### src/rtl/mem_arbiter_pkg.sv
// Shared types and widths for the memory port-A arbiter.
package mem_arb_pkg;

   localparam int ADDR_W = 12;
   localparam int DATA_W = 8;

   localparam logic [ADDR_W-1:0] PROT_TOP_DEF = 12'h200;

   typedef enum logic [1:0] {
      NONE = 2'd0,
      CPU  = 2'd1,
      LDR  = 2'd2
   } rd_owner_t;

endpackage

### src/rtl/mem_arbiter_if.sv
// Requester-side bus of the arbiter: one instance each for the CPU and the loader.
interface mem_arbiter_if;
   import mem_arb_pkg::*;

   logic              req;
   logic              write;
   logic [ADDR_W-1:0] addr;
   logic [DATA_W-1:0] wdata;
   logic              gnt;
   logic              rvalid;
   logic [DATA_W-1:0] rdata;

   modport master (output req, write, addr, wdata, input gnt, rvalid, rdata);
   modport slave  (input req, write, addr, wdata, output gnt, rvalid, rdata);

endinterface

### src/rtl/mem_arbiter_starve_ctr.sv
// Saturating count of CPU wins while the loader waits; at_limit hands the next contested cycle to the loader.
module arb_starve_ctr #(
   parameter int  LIMIT = 4,
   localparam int W     = $clog2(LIMIT + 1)
) (
   input  logic clk,
   input  logic reset,
   input  logic i_inc,
   input  logic i_clr,
   output logic o_at_limit
);

   logic [W-1:0] r_cnt;
   logic         w_at_limit;

   assign w_at_limit = (r_cnt == W'(LIMIT));
   assign o_at_limit = w_at_limit;

   always_ff @(posedge clk) begin
      if (reset || i_clr) begin
         r_cnt <= '0;
      end else if (i_inc && !w_at_limit) begin
         r_cnt <= r_cnt + 1'b1;
      end
   end

endmodule

### src/rtl/mem_arbiter.sv
// Port-A arbiter between CPU (fixed priority) and program loader, with starvation guard,
// loader lock, loader write protection of the low region, and read-return routing.
//
//   rd_owner | meaning
//   NONE     | no read issued last cycle; no rvalid this cycle
//   CPU      | CPU read issued last cycle; mem_rdata belongs to CPU
//   LDR      | loader read issued last cycle; mem_rdata belongs to loader
module mem_arbiter
   import mem_arb_pkg::*;
#(
   parameter int                STARVE_LIMIT = 4,
   parameter logic [ADDR_W-1:0] PROT_TOP     = PROT_TOP_DEF
) (
   input  logic              clk,
   input  logic              reset,
   mem_arbiter_if.slave      cpu,
   mem_arbiter_if.slave      ldr,
   input  logic              ldr_lock,
   output logic              prot_err,
   output logic              mem_en,
   output logic              mem_write,
   output logic [ADDR_W-1:0] mem_addr,
   output logic [DATA_W-1:0] mem_wdata,
   input  logic [DATA_W-1:0] mem_rdata
);

   rd_owner_t r_rd_owner;
   rd_owner_t w_rd_owner_nxt;
   logic      r_prot_err;
   logic      w_cpu_win;
   logic      w_ldr_win;
   logic      w_ldr_prot;
   logic      w_at_limit;

   arb_starve_ctr #(.LIMIT(STARVE_LIMIT)) u_starve (
      .clk        (clk),
      .reset      (reset),
      .i_inc      (w_cpu_win && ldr.req && !ldr_lock),
      .i_clr      (w_ldr_win || !ldr.req),
      .o_at_limit (w_at_limit)
   );

   always_comb begin
      w_cpu_win = 1'b0;
      w_ldr_win = 1'b0;
      if (!reset) begin
         if (ldr.req && (ldr_lock || (cpu.req && w_at_limit))) begin
            w_ldr_win = 1'b1;
         end else if (cpu.req) begin
            w_cpu_win = 1'b1;
         end else if (ldr.req) begin
            w_ldr_win = 1'b1;
         end
      end
   end

   // A dropped loader write is still granted so the loader moves on.
   assign w_ldr_prot = w_ldr_win && ldr.write && (ldr.addr < PROT_TOP);

   assign cpu.gnt   = w_cpu_win;
   assign ldr.gnt   = w_ldr_win;
   assign mem_en    = w_cpu_win || (w_ldr_win && !w_ldr_prot);
   assign mem_write = w_cpu_win ? cpu.write : (w_ldr_win && !w_ldr_prot && ldr.write);
   assign mem_addr  = w_ldr_win ? ldr.addr  : cpu.addr;
   assign mem_wdata = w_ldr_win ? ldr.wdata : cpu.wdata;

   always_comb begin
      w_rd_owner_nxt = NONE;
      if (w_cpu_win && !cpu.write) begin
         w_rd_owner_nxt = CPU;
      end else if (w_ldr_win && !ldr.write) begin
         w_rd_owner_nxt = LDR;
      end
   end

   always_ff @(posedge clk) begin
      if (reset) begin
         r_rd_owner <= NONE;
         r_prot_err <= 1'b0;
      end else begin
         r_rd_owner <= w_rd_owner_nxt;
         r_prot_err <= w_ldr_prot;
      end
   end

   // Gated by reset so a read granted just before reset never returns.
   assign cpu.rvalid = !reset && (r_rd_owner == CPU);
   assign ldr.rvalid = !reset && (r_rd_owner == LDR);
   assign prot_err   = !reset && r_prot_err;
   assign cpu.rdata  = mem_rdata;
   assign ldr.rdata  = mem_rdata;

endmodule
### src/flat_wrapper.sv
// flat-port wrapper written by rule: the top's interface ports become plain ports
module mem_arbiter_flat import mem_arb_pkg::*;
#(
   parameter int                STARVE_LIMIT = 4,
   parameter logic [ADDR_W-1:0] PROT_TOP     = PROT_TOP_DEF
)
  (clk, reset, ldr_lock, prot_err, mem_en, mem_write, mem_addr, mem_wdata, mem_rdata, cpu_req, cpu_write, cpu_addr, cpu_wdata, cpu_gnt, cpu_rvalid, cpu_rdata, ldr_req, ldr_write, ldr_addr, ldr_wdata, ldr_gnt, ldr_rvalid, ldr_rdata);
  mem_arbiter_if cpu_i ();
  mem_arbiter_if ldr_i ();
  input  logic clk;
  input  logic reset;
  input  logic ldr_lock;
  output logic prot_err;
  output logic mem_en;
  output logic mem_write;
  output logic [ADDR_W-1:0] mem_addr;
  output logic [DATA_W-1:0] mem_wdata;
  input  logic [DATA_W-1:0] mem_rdata;
  input wire logic [$bits(cpu_i.req)-1:0] cpu_req;
  input wire logic [$bits(cpu_i.write)-1:0] cpu_write;
  input wire logic [$bits(cpu_i.addr)-1:0] cpu_addr;
  input wire logic [$bits(cpu_i.wdata)-1:0] cpu_wdata;
  output wire logic [$bits(cpu_i.gnt)-1:0] cpu_gnt;
  output wire logic [$bits(cpu_i.rvalid)-1:0] cpu_rvalid;
  output wire logic [$bits(cpu_i.rdata)-1:0] cpu_rdata;
  input wire logic [$bits(ldr_i.req)-1:0] ldr_req;
  input wire logic [$bits(ldr_i.write)-1:0] ldr_write;
  input wire logic [$bits(ldr_i.addr)-1:0] ldr_addr;
  input wire logic [$bits(ldr_i.wdata)-1:0] ldr_wdata;
  output wire logic [$bits(ldr_i.gnt)-1:0] ldr_gnt;
  output wire logic [$bits(ldr_i.rvalid)-1:0] ldr_rvalid;
  output wire logic [$bits(ldr_i.rdata)-1:0] ldr_rdata;
  assign cpu_i.req = cpu_req;
  assign cpu_i.write = cpu_write;
  assign cpu_i.addr = cpu_addr;
  assign cpu_i.wdata = cpu_wdata;
  assign cpu_gnt = cpu_i.gnt;
  assign cpu_rvalid = cpu_i.rvalid;
  assign cpu_rdata = cpu_i.rdata;
  assign ldr_i.req = ldr_req;
  assign ldr_i.write = ldr_write;
  assign ldr_i.addr = ldr_addr;
  assign ldr_i.wdata = ldr_wdata;
  assign ldr_gnt = ldr_i.gnt;
  assign ldr_rvalid = ldr_i.rvalid;
  assign ldr_rdata = ldr_i.rdata;
  mem_arbiter #(.STARVE_LIMIT(STARVE_LIMIT), .PROT_TOP(PROT_TOP)) u_core (.clk(clk), .reset(reset), .cpu(cpu_i), .ldr(ldr_i), .ldr_lock(ldr_lock), .prot_err(prot_err), .mem_en(mem_en), .mem_write(mem_write), .mem_addr(mem_addr), .mem_wdata(mem_wdata), .mem_rdata(mem_rdata));
endmodule
### config.mk
export PLATFORM = sky130hd
export DESIGN_NAME = mem_arbiter_flat
export DESIGN_NICKNAME = d
export VERILOG_FILES = /design/src/rtl/mem_arbiter_pkg.sv /design/src/rtl/mem_arbiter_if.sv /design/src/rtl/mem_arbiter_starve_ctr.sv /design/src/rtl/mem_arbiter.sv /design/src/flat_wrapper.sv
export SDC_FILE = /design/constraint.sdc
export NUM_CORES = 1
export LEC_CHECK = 0
export CAP_MARGIN = 5
export CORE_MARGIN = 1
export CORE_UTILIZATION = 26
export DETAILED_ROUTE_END_ITERATION = 8
export PLACE_DENSITY = 0.95
export SYNTH_ARGS = -nofsm -noshare
export SYNTH_HDL_FRONTEND = slang
export SYNTH_SLANG_ARGS = --single-unit
### constraint.sdc
create_clock -name clk -period 3.3 [get_ports clk]
set_input_delay 0.825 -clock clk [delete_from_list [all_inputs] [get_ports clk]]
set_output_delay 0.825 -clock clk [all_outputs]
set_load 0.02 [all_outputs]
## After elaboration in Yosys (flattened, before gate mapping)

Cells that the tools add are included.

- Divide/modulo/power cells: 0
- $add $sub $neg: 1
- Shift-type cells: 0
- $mul: 0
- Bitwise operators: 0
- Magnitude comparators: 1
- Equality and inequality tests: 3
- Muxes and demuxes: 12
- Reduce and logical (&&, ||, !) cells: 26

Operators with widths:

| cell | count |
|---|---|
| $logic_and A1 B1 Y1 | 14 |
| $lt A12 B10 Y1 const B | 1 |
| $mux W12 | 1 |
| $mux W1 | 9 |
| $mux W8 | 1 |
| $logic_not A1 Y1 | 7 |
| $logic_or A1 B1 Y1 | 4 |
| $add A3 B1 Y3 const B | 1 |
| $eq A3 B3 Y1 const B | 1 |
| $eq A2 B1 Y1 const B | 1 |
| $eq A2 B2 Y1 const B | 1 |
| $mux W2 | 1 |
| $reduce_or A2 Y1 | 1 |

- Memory bits (writable): 0
- Bits of input ports: 55
- Latch bits: 0
- Flip-flop bits (word level): 6
- Word-level logic and storage cells: 47
- Bits in read-only memories: 0
- Memories: 0
- Output and inout bits: 43

## Logic depth before layout (Yosys ltp)

- Depth in word-level cells: 12
- Depth in mapped cells: 6
- Gate-level depth less buffers: 5

## By module

A second synthesis with hierarchy kept.

- Cell total of the unflattened synthesis: 78
- Area, all modules: 819.5 um^2

Modules (own cells, without submodules):

| module | instances | sequential area each (um^2) | cells each | area each (um^2) |
|---|---|---|---|---|
| mem_arbiter | 1 | 60.1 | 60 | 631.9 |
| arb_starve_ctr | 1 | 60.1 | 18 | 187.7 |

## Worst setup path after synthesis

Ideal clock, no wire load.

- Path type: input to output
- Start point: in ldr_req
- End point: out mem_addr[3]
- Data required time: 2475 ps
- Path slack: 672 ps
- Buffers on the path: 1
- Stages: 4
- Arrival: 1803 ps
- Path through: nor2b_2 -> a21boi_4 -> buf_6 -> mux2_2

- Cells in the longest elaborated chain, start to end: 5
- Elaborated cells between the ends (all ways): 6
- Classes of those cells: 5 x mux; 1 x reduce/logical

RTL lines:

| element | line | text |
|---|---|---|
| start: declaration | flat_wrapper.sv:26 | `input wire logic [$bits(ldr_i.req)-1:0] ldr_req;` |
| $mux W1 | mem_arbiter.sv:51 | `end else if (ldr.req) begin` |
| $mux W1 | mem_arbiter.sv:49 | `end else if (cpu.req) begin` |
| $mux W1 (*) | mem_arbiter.sv:47 | `if (ldr.req && (ldr_lock \|\| (cpu.req && w_at_limit))) begin` |
| $mux W1 (*) | mem_arbiter.sv:46 | `if (!reset) begin` |
| named net ldr_gnt | flat_wrapper.sv:30 | `output wire logic [$bits(ldr_i.gnt)-1:0] ldr_gnt;` |
| $mux W12 (*) | mem_arbiter.sv:64 | `assign mem_addr = w_ldr_win ? ldr.addr : cpu.addr;` |
| end: declaration | flat_wrapper.sv:16 | `output logic [ADDR_W-1:0] mem_addr;` |

The timed path passes the listed nets; every way through them passes the cells marked *.

## Final worst setup path

- Start point: in ldr_req
- End point: out mem_wdata[6]

- Cells in the longest elaborated chain, start to end: 5
- Elaborated cells between the ends (all ways): 6
- Classes of those cells: 5 x mux; 1 x reduce/logical

RTL lines:

| element | line | text |
|---|---|---|
| $mux W1 | mem_arbiter.sv:51 |  |
| $mux W1 | mem_arbiter.sv:49 |  |
| $mux W1 (*) | mem_arbiter.sv:47 |  |
| $mux W1 (*) | mem_arbiter.sv:46 |  |
| $mux W8 (*) | mem_arbiter.sv:65 | `assign mem_wdata = w_ldr_win ? ldr.wdata : cpu.wdata;` |
| end: declaration | flat_wrapper.sv:17 | `output logic [DATA_W-1:0] mem_wdata;` |

Mark *: on every way between the ends. The rest lies on a longest branch, timed or not.

==> metrics.yaml <==
floorplanning:
  pin_count: 98
  floorplan.die.height_um: 53.3
  initial_util_pct: 27.6
  die_w_um: 53.3
  fp-row-count: 18
  core_region_area_sq_mm: 0.00248
  design.die.area_sq_mm: 0.00284
sta:
  timing.max_slew.rel_slack_pct: 79.8
  final-hold-violation-count: 0
  fmaxAchievable_mhz: 306
  finalSetupViolations: 0
  hold-worst-slack_ps: 454
  final.setup_skew_ps: 9.75
  timing.final.crit_share_pct: 99.1
  final_max_slew_viol_count: 0
  worst_pin_slew_ps: 301
  final.setup.worst_slack_ps: 29.4
  period_needed_ps: 3270
power_and_ir_drop:
  power.leakage_uw: 0.000580
  ir_worst_vdd_uv: 196
  powerDensity_mw_per_mm2: 232
  design_power_total_uw: 314
synth:
  synth_nets: 128
  syn_area_per_cell_sq_um: 9.64
  synth-seq-cells: 6
  syn-cell-area_sq_um: 684
  synth_seq_area_share_pct: 17.6
  yosysUniqueCellTypes: 21
  ys_warn_count: 0
  postSynthCellCount: 71
setup_path:
  worstReg2RegStart: "u_core.u_starve.r_cnt[0]"
  worst-setup-path-type: "in -> out"
  timing.critical_path.to_type: "output pin"
  cpMaxStageDelayCell: "clkdlybuf4s50_1"
  critical-path-max-stage-delay_ps: 490
  worstPathCellList: "clkdlybuf4s50_1 -> nor2b_4 -> a21boi_4 -> buf_12 -> mux2_2 -> clkdlybuf4s15_2"
  rr_worst_depth: 7
  critical_path.max_fanout: 11
  crit_required_ps: 2470
  critical_path_arrival_ps: 2450
  critPathLaunchType: "primary input"
  r2r_end: "u_core.r_prot_err"
  internal_reg_to_reg_setup_slack_ps: 1840
layout:
  layout.cells.most_common: "clkdlybuf4s50_1"
  finish.instance_area_sq_mm: 0.00135
  multiInputGateArea_sq_um: 408
  syn_to_layout_area_delta_pct: 97.8
  fillers: 202
  drive_gt1_share_pct: 39.7
  final_cells: 166
  top_library_cells_by_usage_in_the_layout_fill_and_taps_aside: "clkdlybuf4s50_1, mux2_2, buf_2, clkdlybuf4s15_2"
  antenna-diode-count: 0
  area.sequential_sq_um: 120
  final_net_count: 195
hold_path:
  hold_path.class: "reg -> reg"
  hold-path-endpoint: "u_core.u_starve.r_cnt[0]"
  hold_path_depth: 1
  hold_path_startpoint: "u_core.u_starve.r_cnt[0]"
detailed_routing:
  vias: 753
  drt_pre_antenna_iters: 3
  first_iter_violations: 7
  wirelength_um: 2400
  ant_nets: 0
  route.detailed.wl_per_inst_um: 14.5
  drc: 0
  detail_route.vias_per_cell: 4.54
global_route:
  initial_antenna_violation_count: 0
  grt_pass1_wl_um: 3440
  grt_remaining_overflow: 0
  grt_use_total_pct: 17.9
  first_global_vias: 857
  largest_net_degree_at_the_start_of_global_routing: 12
placement:
  post_dp_hpwl_um: 1950
  dp_cells: 162
  buffer_ports.inserted: 73
  place_area_sq_mm: 0.00137
  gp_congestion: 0.693
  preCtsSetupSlack_ps: -286
clock_tree:
  cts.sink_count: 6
  cts_buffer_depth: 2
  cts-root-buf: "clkbuf_4"
  number_of_clock_buffers_inserted_by_tritoncts: 3
  cts_max_level: 1
  tritoncts: "done"
  clk_latency_ps: 260
  path_clk_slew_ps: 50
run_status:
  run_status: "completed"
run:
  cap_viol_max_count: 0
## repair_timing
action                     CTS  global route
hold buffers                 0             0
setup buffers                1             0
gates resized for setup     74             4
setup endpoints to repair   24            22
cloned                       1             0
## state kept, by name, summed over array words and instances, names as in the netlist
register               flops
u_core.r_prot_err          1
u_core.u_starve.r_cnt      3
u_core.r_rd_owner          2
## how the worst max path moves through the flow
stage                   endpoint  startpoint  cells after the start  slack, ps
floorplan            mem_addr[3]     ldr_req                      4        670
global placement    mem_wdata[4]     ldr_req                      6       -230
detailed placement  mem_wdata[6]     ldr_req                      6       -290
CTS                  mem_addr[0]     ldr_req                      6          7
global route        mem_wdata[6]     ldr_req                      6        -10
finish              mem_wdata[6]     ldr_req                      6         30
## synthesized netlist by cell type (all sizes together)
master  instances  area share [%]
nand3           1            0.73
a21boi          1             2.7
dfxtp           6              18
nor3            1            0.73
a21o            1             1.1
nand2           1            0.55
mux2           20              33
buf            18              21
and2b           1             1.3
a22o            1             1.3
a21oi           1             2.4
ha              2             3.7
xnor2           1             1.3
inv             5             2.7
o211a           1             1.5
nor2            3             1.6
nor2b           4             4.0
nor3b           2             2.2
and3            1            0.91
## worst max-delay path, delay by kind of cell
family | cells | cell delay, ps
buffers and inverters | 3 | 910
multiplexers | 1 | 340
AO/OA/AOI/OAI | 1 | 220
AND/OR/NAND/NOR | 1 | 150
## kinds of logic after synthesis
logic type               count (synthesis)  synth area share [%]
AND/OR/NAND/NOR                         14                  12.1
XOR/XNOR                                 1                  1.28
adder cells (fa/ha/maj)                  2                  3.66
flip-flops                               6                  17.6
buffers and inverters                   23                  23.6
AO/OA/AOI/OAI                            5                  8.96
multiplexers                            20                  32.9
## power breakdown
part | total [uW] | switching, uW | internal [uW]
clock | 71.1 | 29.8 | 41.3
sequential | 74.8 | 0.697 | 74.1
combinational | 168 | 67.7 | 101
## metal layers
| layer | vias to the layer above | routed length [um] | GRT usage, % |
|---|---|---|---|
| met2 | 51 | 1310 | 32.3 |
| met4 | 0 | 21 | 5.26 |
| li1 | 355 | - | - |
| met5 | - | 0 | 0 |
| met3 | 4 | 295 | 11.2 |
| met1 | 343 | 780 | 16.2 |
## layout make-up
| cell class | count | area share [%] |
|---|---|---|
| inverters | 5 | 1.39 |
| clock buffers | 3 | 1.66 |
| flip-flops and latches | 6 | 8.87 |
| multi-input cells | 42 | 30.1 |
| well taps | 30 | 2.77 |
| repair buffers | 80 | 55.2 |
## per-stage QoR
| stage | setup TNS, ps | util (%) |
|---|---|---|
| after floorplan | 0 | - |
| after global placement | -4750 | 55.2 |
| after detailed placement | -5770 | 55.2 |
| after CTS | 0 | 55.9 |
| after global routing | -65.3 | 54.6 |
| final | 0 | 54.6 |
(Power assumes the default switching activity.)
==> patch (config.mk and constraints unchanged) <==
`STARVE_LIMIT` is set to 4 in 2 places; all go to 2.
--- a/src/rtl/mem_arbiter.sv
+++ b/src/rtl/mem_arbiter.sv
@@ -8,7 +8,7 @@
 module mem_arbiter
    import mem_arb_pkg::*;
 #(
-   parameter int                STARVE_LIMIT = 4,
+   parameter int                STARVE_LIMIT = 2,
    parameter logic [ADDR_W-1:0] PROT_TOP     = PROT_TOP_DEF
 ) (
    input  logic              clk,
--- a/src/flat_wrapper.sv
+++ b/src/flat_wrapper.sv
@@ -1,7 +1,7 @@
 // flat-port wrapper written by rule: the top's interface ports become plain ports
 module mem_arbiter_flat import mem_arb_pkg::*;
 #(
-   parameter int                STARVE_LIMIT = 4,
+   parameter int                STARVE_LIMIT = 2,
    parameter logic [ADDR_W-1:0] PROT_TOP     = PROT_TOP_DEF
 )
   (clk, reset, ldr_lock, prot_err, mem_en, mem_write, mem_addr, mem_wdata, mem_rdata, cpu_req, cpu_write, cpu_addr, cpu_wdata, cpu_gnt, cpu_rvalid, cpu_rdata, ldr_req, ldr_write, ldr_addr, ldr_wdata, ldr_gnt, ldr_rvalid, ldr_rdata);
Behaviour: not the same (a bounded check fails within 4 cycles, from zero or initial values and one cycle with reset high).
==> patch against the unedited design <==
- sequential share of layout area shrank 1.3 points
- worst setup slack improved by 0.019 ns
- total power shrank 3.4%
- routed wire length shrank 16%
- sequential cell count is 1 lower
- sequential power down 16%
- area after synthesis rose by 0.18%
- die area grew 0.19%
- design area decreased by 2.3%
- clock skew is 0.0096 ns lower
- non-clock buffer count stayed put
- synthesized cell count down 9.9%
- highest routed layer unchanged
==> patch: results (changes against the unedited design) <==
Run status
  • Outcome: completed

Placement
  • Placed Area: 1341 um2 (-1.9%)
  • Pre-CTS setup slack: -0.2993 ns (-0.01379 ns)
  • DP HPWL: 1672 um (-14%)
  • Cell total after placement: 153 (-5.6%)
  • GPL Wtd Cong: 0.6567 (-5.3%)

CTS
  • Worst skew pair latency: 0.24 ns (-0.02 ns)
  • Root Buffer: clkbuf_4
  • Hold_buf cts: 0 (unchanged)

Drt
  • WL final: 2026 um (-16%)
  • Wire per inst: 12.66 um (-13%)
  • Total number of vias: 702 (-6.8%)

Layout
  • Layout Nets: 187 (-4.1%)
  • Largest registers: u_core.r_rd_owner (2), u_core.u_starve.r_cnt (2), u_core.r_prot_err (1)

Synthesis
  • Leading post-synthesis cells by cell area: mux2_4 (33%), buf_4 (18%), dfxtp_1 (15%), mux2_2 (8.2%), buf_12 (2.9%)
  • Mux contribution to synthesized area: 41.06% (+8.2 points)
  • Synth Area in Adders: 1.825% (-1.8 points)
  • Xor and xnor fraction of the mapped netlist area: 0% (-1.3 points)
  • Commonest cells post-synth: buf_4 (16), mux2_4 (15), dfxtp_1 (5), mux2_2 (5)
  • Synth Area in Compound Gates: 5.839% (-3.1 points)
  • Avg Inst Size Synth: 10.71 um2 (+11%)
  • Syn Nets: 120 (-6.3%)
  • Register area share after synthesis: 14.60% (-3.0 points)

STA
  • Final Cycle Share: 98.54% (-0.56 points)
  • Clock skew: 0.0001704 ns (-0.009575 ns)
  • Hold slack: 0.4105 ns (-0.04395 ns)
  • Relative slew margins: 77.06% (-2.7 points)

Worst setup path
  • CP peak stage delay: 0.47 ns (-0.02 ns)
  • Crit path arrival time: 2.43 ns (-0.02 ns)

Global routing
  • First-pass GRT wire length: 2973 um (-13%)
  • Number of global-route vias before repair: 681 (-21%)
  • Total Routing Usage GR: 14.94% (-2.9 points)

Power and ir drop
  • LEAKAGE: 0.0005884 uW (+1.4%)
  • Worst vdd ir: 0.1599 mV (-19%)
==> patch: cell count changes after synthesis, sizes merged <==
| cell | before | now |
|---|---|---|
| a21oi | 1 | 0 |
| and3b | 0 | 1 |
| dfxtp | 6 | 5 |
| ha | 2 | 1 |
| inv | 5 | 1 |
| o211a | 1 | 0 |
| o21ai | 0 | 1 |
| xnor2 | 1 | 0 |
==> patch: critical path, delay by kind of cell <==
kind / cells / cell delay [ns]
AOI/OAI and AO/OA: 1 / 0.22
buffers and inverters: 3 / 0.93
muxes: 1 / 0.30
and+or+nand+nor: 1 / 0.14
==> patch: path summary, 6_finish.rpt <==
check	start	endpoint	depth (start not counted)
hold reg to reg	u_core.u_starve.r_cnt[0]	u_core.u_starve.r_cnt[0]	1
setup reg to reg	u_core.u_starve.r_cnt[0]	u_core.r_prot_err	7
hold / removal	u_core.u_starve.r_cnt[0]	u_core.u_starve.r_cnt[0]	1
setup / recovery	ldr_req	mem_wdata[1]	6
==> patch: routing by layer <==
metal	GRT usage [%]	vias to the layer above	share of wire, %
met3	4.310	2	9.8
met1	14.62	321	34
met2	27.92	42	55
li1	-	337	-
met5	0	-	0
met4	7.456	0	0.94
==> patch: cell type report <==
cell class                      instances  area [um2]
Clock buffer                            4       26.28
Fill cell                             246        1155
Inverter                                1       3.754
Multi-Input combinational cell         40       434.2
Sequential cell                         5       100.1
Tap cell                               30       37.54
Timing Repair Buffer                   80       720.7
==> patch: power groups by stage <==
stage	Sequential, uW	Clock (uW)	Combinational (uW)
after floorplan	63.5	0	109
after global placement	63.5	0	184
after detailed placement	63.7	0	187
after CTS	62.6	72.7	178
after global routing	62.7	76.3	182
final	62.7	68.5	172
==> patch: what timing repair did <==
item	CTS	global route
setup buffers	1	2
setup endpoints to repair	23	21
cloned	1	0
gates resized for setup	52	25
